===== src/rtl/regwb_pkg.sv =====
// Shared definitions for the register-file write-back arbiter:
// default widths, source-index encoding and the write-back request record.
package regwb_pkg;

  localparam int REGWB_ADDR_W = 5;
  localparam int REGWB_DATA_W = 32;

  // Bit position of each producer in the req/gnt vectors
  localparam int SRC_ALU = 0;
  localparam int SRC_MEM = 1;

  typedef struct packed {
    logic                    valid;
    logic [REGWB_ADDR_W-1:0] addr;
    logic [REGWB_DATA_W-1:0] data;
  } wb_req_t;

  // Round-robin pick between two requesters; last_grant names the source
  // that won most recently, so contention goes to the other one.
  function automatic logic [1:0] rr_pick(input logic [1:0] req, input logic last_grant);
    logic [1:0] gnt;
    gnt = req;
    if (req == 2'b11) begin
      gnt = last_grant ? 2'b01 : 2'b10;
    end
    return gnt;
  endfunction

endpackage


===== src/rtl/rr_arb2.sv =====
// Two-input round-robin arbiter. Grant is combinational from req and the
// registered last_grant; last_grant only moves when someone is granted.
// Reset leaves last_grant=1 so source 0 wins the first contention.
module rr_arb2
  import regwb_pkg::*;
(
  input  logic       clk,
  input  logic       rst,
  input  logic [1:0] req,
  output logic [1:0] gnt
);

  logic last_grant;

  // Combinational one-hot (or zero) grant
  always_comb begin
    gnt = rr_pick(req, last_grant);
  end

  // Remember the winner so the other source gets the next contention
  always_ff @(posedge clk or negedge rst) begin
    if (!rst) begin
      last_grant <= 1'b1;
    end else if (|gnt) begin
      last_grant <= gnt[SRC_MEM];
    end
  end

endmodule


===== src/rtl/regfile_wb_arbiter.sv =====
// Write-back arbiter and pending-write scoreboard for the register file.
// Source 0 (ALU) and source 1 (memory load) share the single write port
// we3/a3/wd3, which is registered one cycle after the grant. A pending bit
// per register lets decode stall on operands whose producer is in flight.
// Optional feature macro: REGWB_FWD_EN adds fwd_hit1/fwd_hit2/fwd_data so
// decode can take the write-port data instead of stalling in the write cycle.
module regfile_wb_arbiter
  import regwb_pkg::*;
#(
  parameter int ADDR_W = REGWB_ADDR_W,
  parameter int DATA_W = REGWB_DATA_W
) (
  input  logic              clk,
  input  logic              rst,
  input  logic              s0_valid,
  input  logic [ADDR_W-1:0] s0_addr,
  input  logic [DATA_W-1:0] s0_data,
  output logic              s0_ready,
  input  logic              s1_valid,
  input  logic [ADDR_W-1:0] s1_addr,
  input  logic [DATA_W-1:0] s1_data,
  output logic              s1_ready,
  output logic              we3,
  output logic [ADDR_W-1:0] a3,
  output logic [DATA_W-1:0] wd3,
  input  logic              busy_set,
  input  logic [ADDR_W-1:0] busy_addr,
  input  logic [ADDR_W-1:0] rd_addr1,
  input  logic [ADDR_W-1:0] rd_addr2,
  output logic              rd_busy1,
  output logic              rd_busy2
`ifdef REGWB_FWD_EN
  ,
  output logic              fwd_hit1,
  output logic              fwd_hit2,
  output logic [DATA_W-1:0] fwd_data
`endif
);

  localparam int NREG = 1 << ADDR_W;

  logic [1:0]      req;
  logic [1:0]      gnt;
  wb_req_t         sel_req;
  logic [NREG-1:0] pending;
  logic [NREG-1:0] pending_nxt;

  // Requests are masked during reset so both readies stay low
  assign req = {s1_valid, s0_valid} & {2{rst}};

  rr_arb2 u_arb (
    .clk (clk),
    .rst (rst),
    .req (req),
    .gnt (gnt)
  );

  assign s0_ready = gnt[SRC_ALU];
  assign s1_ready = gnt[SRC_MEM];

  // Select the granted producer's address/data for the write stage
  always_comb begin
    sel_req.valid = |gnt;
    sel_req.addr  = s0_addr;
    sel_req.data  = s0_data;
    if (gnt[SRC_MEM]) begin
      sel_req.addr = s1_addr;
      sel_req.data = s1_data;
    end
  end

  // ---- grant -> write port boundary ----
  // Register the granted write; address/data hold when nothing is granted
  always_ff @(posedge clk or negedge rst) begin
    if (!rst) begin
      we3 <= 1'b0;
      a3  <= '0;
      wd3 <= '0;
    end else begin
      we3 <= sel_req.valid;
      if (sel_req.valid) begin
        a3  <= sel_req.addr;
        wd3 <= sel_req.data;
      end
    end
  end

  // Next scoreboard: clear the register being written, then apply the new
  // destination so a fresh producer to the same register stays pending
  always_comb begin
    pending_nxt = pending;
    if (we3) begin
      pending_nxt[a3] = 1'b0;
    end
    if (busy_set) begin
      pending_nxt[busy_addr] = 1'b1;
    end
  end

  // ---- scoreboard register ----
  // One pending bit per register, visible to decode one cycle after busy_set
  always_ff @(posedge clk or negedge rst) begin
    if (!rst) begin
      pending <= '0;
    end else begin
      pending <= pending_nxt;
    end
  end

`ifdef REGWB_FWD_EN
  // A register being written this cycle is served from the write port
  assign fwd_hit1 = we3 && (a3 == rd_addr1);
  assign fwd_hit2 = we3 && (a3 == rd_addr2);
  assign fwd_data = wd3;
  assign rd_busy1 = pending[rd_addr1] & ~fwd_hit1;
  assign rd_busy2 = pending[rd_addr2] & ~fwd_hit2;
`else
  // Without forwarding the operand is only readable after the write lands
  assign rd_busy1 = pending[rd_addr1];
  assign rd_busy2 = pending[rd_addr2];
`endif

endmodule

===== config.mk =====
export PLATFORM = sky130hd
export DESIGN_NAME = regfile_wb_arbiter
export DESIGN_NICKNAME = d
export VERILOG_FILES = /design/src/rtl/regwb_pkg.sv /design/src/rtl/rr_arb2.sv /design/src/rtl/regfile_wb_arbiter.sv
export SDC_FILE = /design/constraint.sdc
export NUM_CORES = 1
export LEC_CHECK = 0
export ABC_AREA = 1
export CORE_UTILIZATION = 46
export CTS_BUF_LIST = sky130_fd_sc_hd__clkbuf_4
export DETAILED_ROUTE_END_ITERATION = 6
export PLACE_DENSITY = 0.82
export SYNTH_ARGS = -nofsm -noshare
export SYNTH_HDL_FRONTEND = slang
export SYNTH_SLANG_ARGS = --single-unit

===== constraint.sdc =====
create_clock -name clk -period 1.6 [get_ports clk]
set_input_delay 0.32 -clock clk [delete_from_list [all_inputs] [get_ports clk]]
set_output_delay 0.32 -clock clk [all_outputs]
set_load 0.05 [all_outputs]

==> flow_summary.toml, run 1 <==
[critical_path]
required_ps = 1280
critPathKind = "in2out"
slowest_stage = "clkdlybuf4s50_1"
cp.arrival_ps = 1580
path_max_fanout = 5
path_cells = "clkdlybuf4s50_1 -> inv_1 -> nand3_1 -> nand2_1 -> nand2_1 -> nand2_1 -> nand2_1 -> nand2_2 -> buf_12"
rr_worst_depth = 7
cp_top_family = "buffers and inverters"
crit_start = "rd_addr1[2]"
reg2reg_from = "u_arb.last_grant"
critPathBufInv = 3
cp.depth = 9
slowest_delay_ps = 580
endpoint_kind = "output pin"
crit_path_frequent_cell = "nand2_1"
critPathLaunchType = "input pin"

[cells_and_area]
syn_to_final_growth_pct = 50.2
drive_above_1_share = 0.150
diodes = 0
fillers = 603
final_cell_count_no_fill = 749
nNetsFinal = 736
fin_area_um2 = 5600

[clock_tree]
cts_tree = "yes"
clock-sinks = 71
cts_buffer_depth = 2
cts_root_buf = "clkbuf_4"
htree_levels = 3
cts_buffers = 9
cts.clk_slew.worst_paths_ps = 120
clk-insertion-delay-late_ps = 420

[logic_synthesis]
synth-async-reset-ratio = 1.00
yosys.cell_count.top_type = "nand2_1"
avgSynthCellArea_um2 = 7.50
synth_top_area_frac = 0.470
synthTopCellsByArea = "dfrtp_1, nand2_1, nand3_1"
syn-num-nets = 591
ys_seq_area_frac = 0.477
yosys_warnings = 0
synthesis.instances = 497
yosys.area.top_type = "dfrtp_1"
synthTopCellsByCount = "nand2_1, nand3_1, dfrtp_1, o21ai_0"
synth_edf_count = 0
yosys.cell_types.count = 16
ys.flop_type = "dfrtp_1"
syn_area_um2 = 3730
ys_seq_elements = 71

[sta]
hold_viol_final = 0
finalCritPeriodShare = 1.19
slew_viol_final = 0
max_freq_ghz = 0.527
setup_viol = 4
clock_skew_ps = 9.16
layout_setup_ws_ps = -296
rsz0062_at_grt = "yes"
period_needed_ps = 1900
tightest_slew_ps = 619
relSlewSlack = 0.587

[route]
drt_first_pass_iters = 7
wl_per_cell_um = 16.8
vias_per_cell = 5.51
route.detailed.drc = 0
ant_nets = 0
drtIter0Drc = 375
wl_um = 12600
vias = 4124

[placement]
portBuffers = 135
gp_congestion = 0.982
dp.cells = 726
dp_hpwl_um = 9480
place_area_um2 = 5280

[floorplanning]
initial_utilization = 0.480
io_pins = 136
rows = 32
die_h_um = 92.0
die_w_um = 92.0
core_um2 = 7770
die_area_um2 = 8470

[pwr]
power.switching_mw = 2.74
clockPowerShare = 0.194
pwr-share-seq = 0.440
fin_total_pwr_mw = 6.72
switching_share = 0.407
comb_power_share = 0.367
vdd_drop_max_uv = 661
p_int_mw = 3.99
p_leak_nw = 2.52
p_per_area_nw_per_um2 = 1200

[global_routing]
antenna_found_initial = 0
grt_pass1_vias = 4198
grt_pass1_wl_um = 20500
grt_max_degree = 55
grt_overflow = 0
grt.total_usage = 0.317

[run_status]
violations = "negative setup slack"
status = "complete, but fails checks"

[worst_hold_path]
hold_class = "in2async"

[run]
maxCapViolCount = 0
what timing repair did:
action                     4_1_cts  5_1_grt
hold endpoints to repair        20        0
hold buffers                     1        0
setup endpoints to repair        4       22
gates resized for setup         17        7
gates cloned                     2        0
setup buffers                    4        1
pin swaps                       18       13
cell families after synthesis:
family / count (synthesis) / synth area share
flops: 71 / 0.477
compound gates: 104 / 0.153
simple gates: 276 / 0.302
buf+inv: 46 / 0.0681
routing by layer:
| metal | global-route usage | routed length, um | vias to the layer above |
|---|---|---|---|
| met5 | 0 | 0 | - |
| met4 | 0.190 | 724 | 0 |
| met3 | 0.0912 | 1040 | 51 |
| met2 | 0.543 | 6290 | 203 |
| met1 | 0.346 | 4550 | 1906 |
| li1 | - | - | 1964 |
cell usage in the layout, fill, tap and decap left out:
master,count
nand2_1,163
clkdlybuf4s50_1,87
nand3_1,70
dfrtp_1,69
o21ai_0,65
buf_4,41
nor2_1,37
a31oi_1,36
buf_12,17
inv_1,16
clkbuf_4,10
inv_2,4
nand2_2,4
dlygate4sd2_1,3
buf_6,3
a21oi_4,2
nand3_2,2
bufinv_16,2
bufbuf_16,2
inv_8,1
inv_6,1
a31oi_2,1
clkinv_2,1
clkinvlp_4,1
clkinv_4,1
clkinv_1,1
dlygate4sd3_1,1
buf_2,1
clkdlybuf4s15_1,1
dlymetal6s2s_1,1
dfrtp_2,1
buf_8,1
dfstp_2,1
sequential cells by signal, summed over array words and instances (netlist names):
signal,count
a3,5
pending,32
u_arb.last_grant,1
wd3,32
we3,1
power groups by stage:
| stage | logic (mW) | registers (mW) | clock network [mW] |
|---|---|---|---|
| 4_1_cts | 2.45 | 2.93 | 1.31 |
| 3_5_place_dp | 2.37 | 2.96 | 0 |
| 6_report | 2.47 | 2.96 | 1.30 |
| 3_3_place_gp | 2.33 | 2.97 | 0 |
| 2_1_floorplan | 0.980 | 3.14 | 0 |
| 5_1_grt | 2.69 | 2.98 | 1.40 |
layout make-up:
class,count,area [um2],share of cell area
multi-input combinational,380,1740,0.311
tap,102,128,0.0228
clock buffer,10,75.1,0.0134
clock inverter,6,85.1,0.0152
sequential,71,1780,0.318
timing repair buffer,158,1700,0.303
inverter,22,95.1,0.0170
metrics by stage:
stage / hold slack, ps / util / TNS [ps] / setup WS, ps
after floorplan: 24.4 / - / 0 / 62.5
after global placement: 348 / 0.679 / -5430 / -510
after detailed placement: 352 / 0.679 / -7000 / -515
after CTS: 40.6 / 0.716 / -693 / -298
after global routing: 85.0 / 0.721 / -1000 / -421
final: 58.5 / 0.721 / -670 / -296
worst register-to-register path: stages, from the launching register on:
cell and delay (ps):
dfstp_2 580, buf_6 110, a21oi_4 60, buf_4 150, inv_2 70, buf_12 170
nand2_1 80, a31oi_1 160
path summary, 6_finish.rpt:
kind / to / slack (ps)
max: rd_busy1 / -300
min: wd3[1] / 60
max reg2reg: wd3[2] / 150
min reg2reg: wd3[25] / 560
max in group asynchronous: u_arb.last_grant / 880
min in group clk: wd3[3] / 440
No activity file was read; power rests on OpenSTA's default activity.
==> inputs of run 2 (changes only) <==
--- a/config.mk
+++ b/config.mk
@@ -6,10 +6,11 @@
 export NUM_CORES = 1
 export LEC_CHECK = 0
 export ABC_AREA = 1
-export CORE_UTILIZATION = 46
+export CORE_UTILIZATION = 37
 export CTS_BUF_LIST = sky130_fd_sc_hd__clkbuf_4
+export CTS_CLUSTER_DIAMETER = 150
 export DETAILED_ROUTE_END_ITERATION = 6
-export PLACE_DENSITY = 0.82
+export PLACE_DENSITY = 0.68
 export SYNTH_ARGS = -nofsm -noshare
 export SYNTH_HDL_FRONTEND = slang
 export SYNTH_SLANG_ARGS = --single-unit
==> flow_summary.toml, run 2 (same netlist as run 1, synthesis figures left out) <==
[run_status]
status = "complete, but fails checks"
violations = "negative setup slack"

[route]
wl_per_cell_um = 16.4
vias_per_cell = 5.21
wl_um = 13000
route.detailed.drc = 0
drtIter0Drc = 264
drt_first_pass_iters = 5
ant_nets = 0
vias = 4121

[cells_and_area]
drive_above_1_share = 0.193
fin_area_um2 = 5890
diodes = 0
layout_commonest_cell = "nand2_1"
final_util = 0.603
largestRegisters = "pending: 32 flops, wd3: 32 flops, a3: 5 flops"
final_cell_mix = "nand2_1, clkdlybuf4s50_1, dfrtp_1"
nNetsFinal = 747
fillers = 896
syn_to_final_growth_pct = 58.1

[clock_tree]
cts_buffer_depth = 2
cts_root_buf = "clkbuf_4"
htree_levels = 3
cts_buffers = 9
clk-insertion-delay-late_ps = 420
cts_tree = "yes"
clock-sinks = 71
cts.clk_slew.worst_paths_ps = 120

[placement]
dp_hpwl_um = 9720
dp_slack_ps = -480
gp_congestion = 0.956
place_area_um2 = 5400
portBuffers = 135

[global_routing]
grt_pass1_vias = 4043
grt.total_usage = 0.258
grt_overflow = 0
antenna_found_initial = 0
grt_max_degree = 41
grt_pass1_wl_um = 20100

[pwr]
fin_total_pwr_mw = 7.02
p_leak_nw = 2.63
p_per_area_nw_per_um2 = 1190
vdd_drop_max_uv = 603

[sta]
rsz0062_at_grt = "yes"
slew_viol_final = 0
setup_viol = 4
period_needed_ps = 1890
relSlewSlack = 0.666
hold_slack_ps = 15.8
hold_viol_final = 0
clock_skew_ps = 12.6
tightest_slew_ps = 502
max_freq_ghz = 0.529
layout_setup_ws_ps = -290
finalCritPeriodShare = 1.18

[floorplanning]
initial_utilization = 0.381
core_um2 = 9770
io_pins = 136
die_w_um = 102
die_area_um2 = 10500
die_h_um = 102
rows = 36

[run]
maxCapViolCount = 0

[critical_path]
crit_path_frequent_cell = "nand2_1"
slowest_stage = "dfrtp_1"
critPathKind = "reg2out"
endpoint_kind = "output pin"
required_ps = 1280
critPathLaunchType = "register"
slowest_delay_ps = 450
path_max_fanout = 3
path_cells = "nand2_1 -> nand3_1 -> nand3_1 -> nand2_1 -> nand2_1 -> nand2_1 -> nand2_1 -> nand2_2 -> buf_12"
cp.arrival_ps = 1570

[worst_hold_path]
hold_class = "in2async"
==> run 2: changes by cell type in the layout (fill, tap and decap cells not counted), sizes merged <==
| cell | change |
|---|---|
| buf | +9 |
| clkinv | -2 |
| inv | +2 |
| bufinv | +1 |
| clkbuf | +1 |
| clkdlybuf4s50 | +1 |
| dlymetal6s2s | -1 |
==> run 2: per-layer routing <==
metal	part of all wire	track usage	up-vias
li1	-	-	1993
met4	0.039	0.144	0
met3	0.082	0.0575	31
met5	0	0	-
met2	0.49	0.448	202
met1	0.38	0.295	1895
==> run 2: what timing repair did <==
| action | CTS | global route |
|---|---|---|
| cloned | 2 | 2 |
| setup endpoints to repair | 4 | 6 |
| pin swaps | 17 | 9 |
| hold buffers | 1 | 0 |
| buffers inserted | 4 | 3 |
| resized for setup | 26 | 14 |
| hold endpoints to repair | 31 | 0 |
==> run 2: final timing paths <==
check | startpoint | endpoint | slack (ps) | cells past startpoint
setup reg to reg | u_arb.last_grant | wd3[14] | 70 | 8
hold / removal | rst | a3[1] | 20 | 2
setup / recovery | pending[9] | rd_busy1 | -290 | 9
hold reg to reg | u_arb.last_grant | u_arb.last_grant | 560 | 2
max in group asynchronous | rst | wd3[11] | 760 | 3
min in group clk | s0_data[7] | wd3[7] | 440 | 3
==> run 2: power by group <==
part	leakage (nW)	internal, mW	switching [mW]
registers	0.779	2.32	0.602
logic	1.76	1.13	1.50
clock network	0.0946	0.796	0.684
==> run 2: layout make-up <==
| cell class | instances | area (um2) | area share |
|---|---|---|---|
| Inverter | 22 | 97.6 | 0.0166 |
| Clock buffer | 9 | 67.6 | 0.0115 |
| Sequential cell | 71 | 1780 | 0.302 |
| Multi-Input combinational cell | 380 | 1810 | 0.307 |
| Clock inverter | 7 | 119 | 0.0202 |
| Tap cell | 133 | 166 | 0.0282 |
| Timing Repair Buffer | 169 | 1850 | 0.314 |
==> run 2: metrics by stage <==
step | TNS [ps] | std cells
after floorplan | 0 | 497
final | -707 | 791
after CTS | -717 | 786
after detailed placement | -3420 | 764
after global routing | -1090 | 791
after global placement | -2440 | 764
==> run 2: worst max-delay path: cells and delay by family, from the launching register on <==
family | cells | cell delay [ps]
and+or+nand+nor | 8 | 570
DFF | 1 | 450
buffers and inverters | 1 | 150
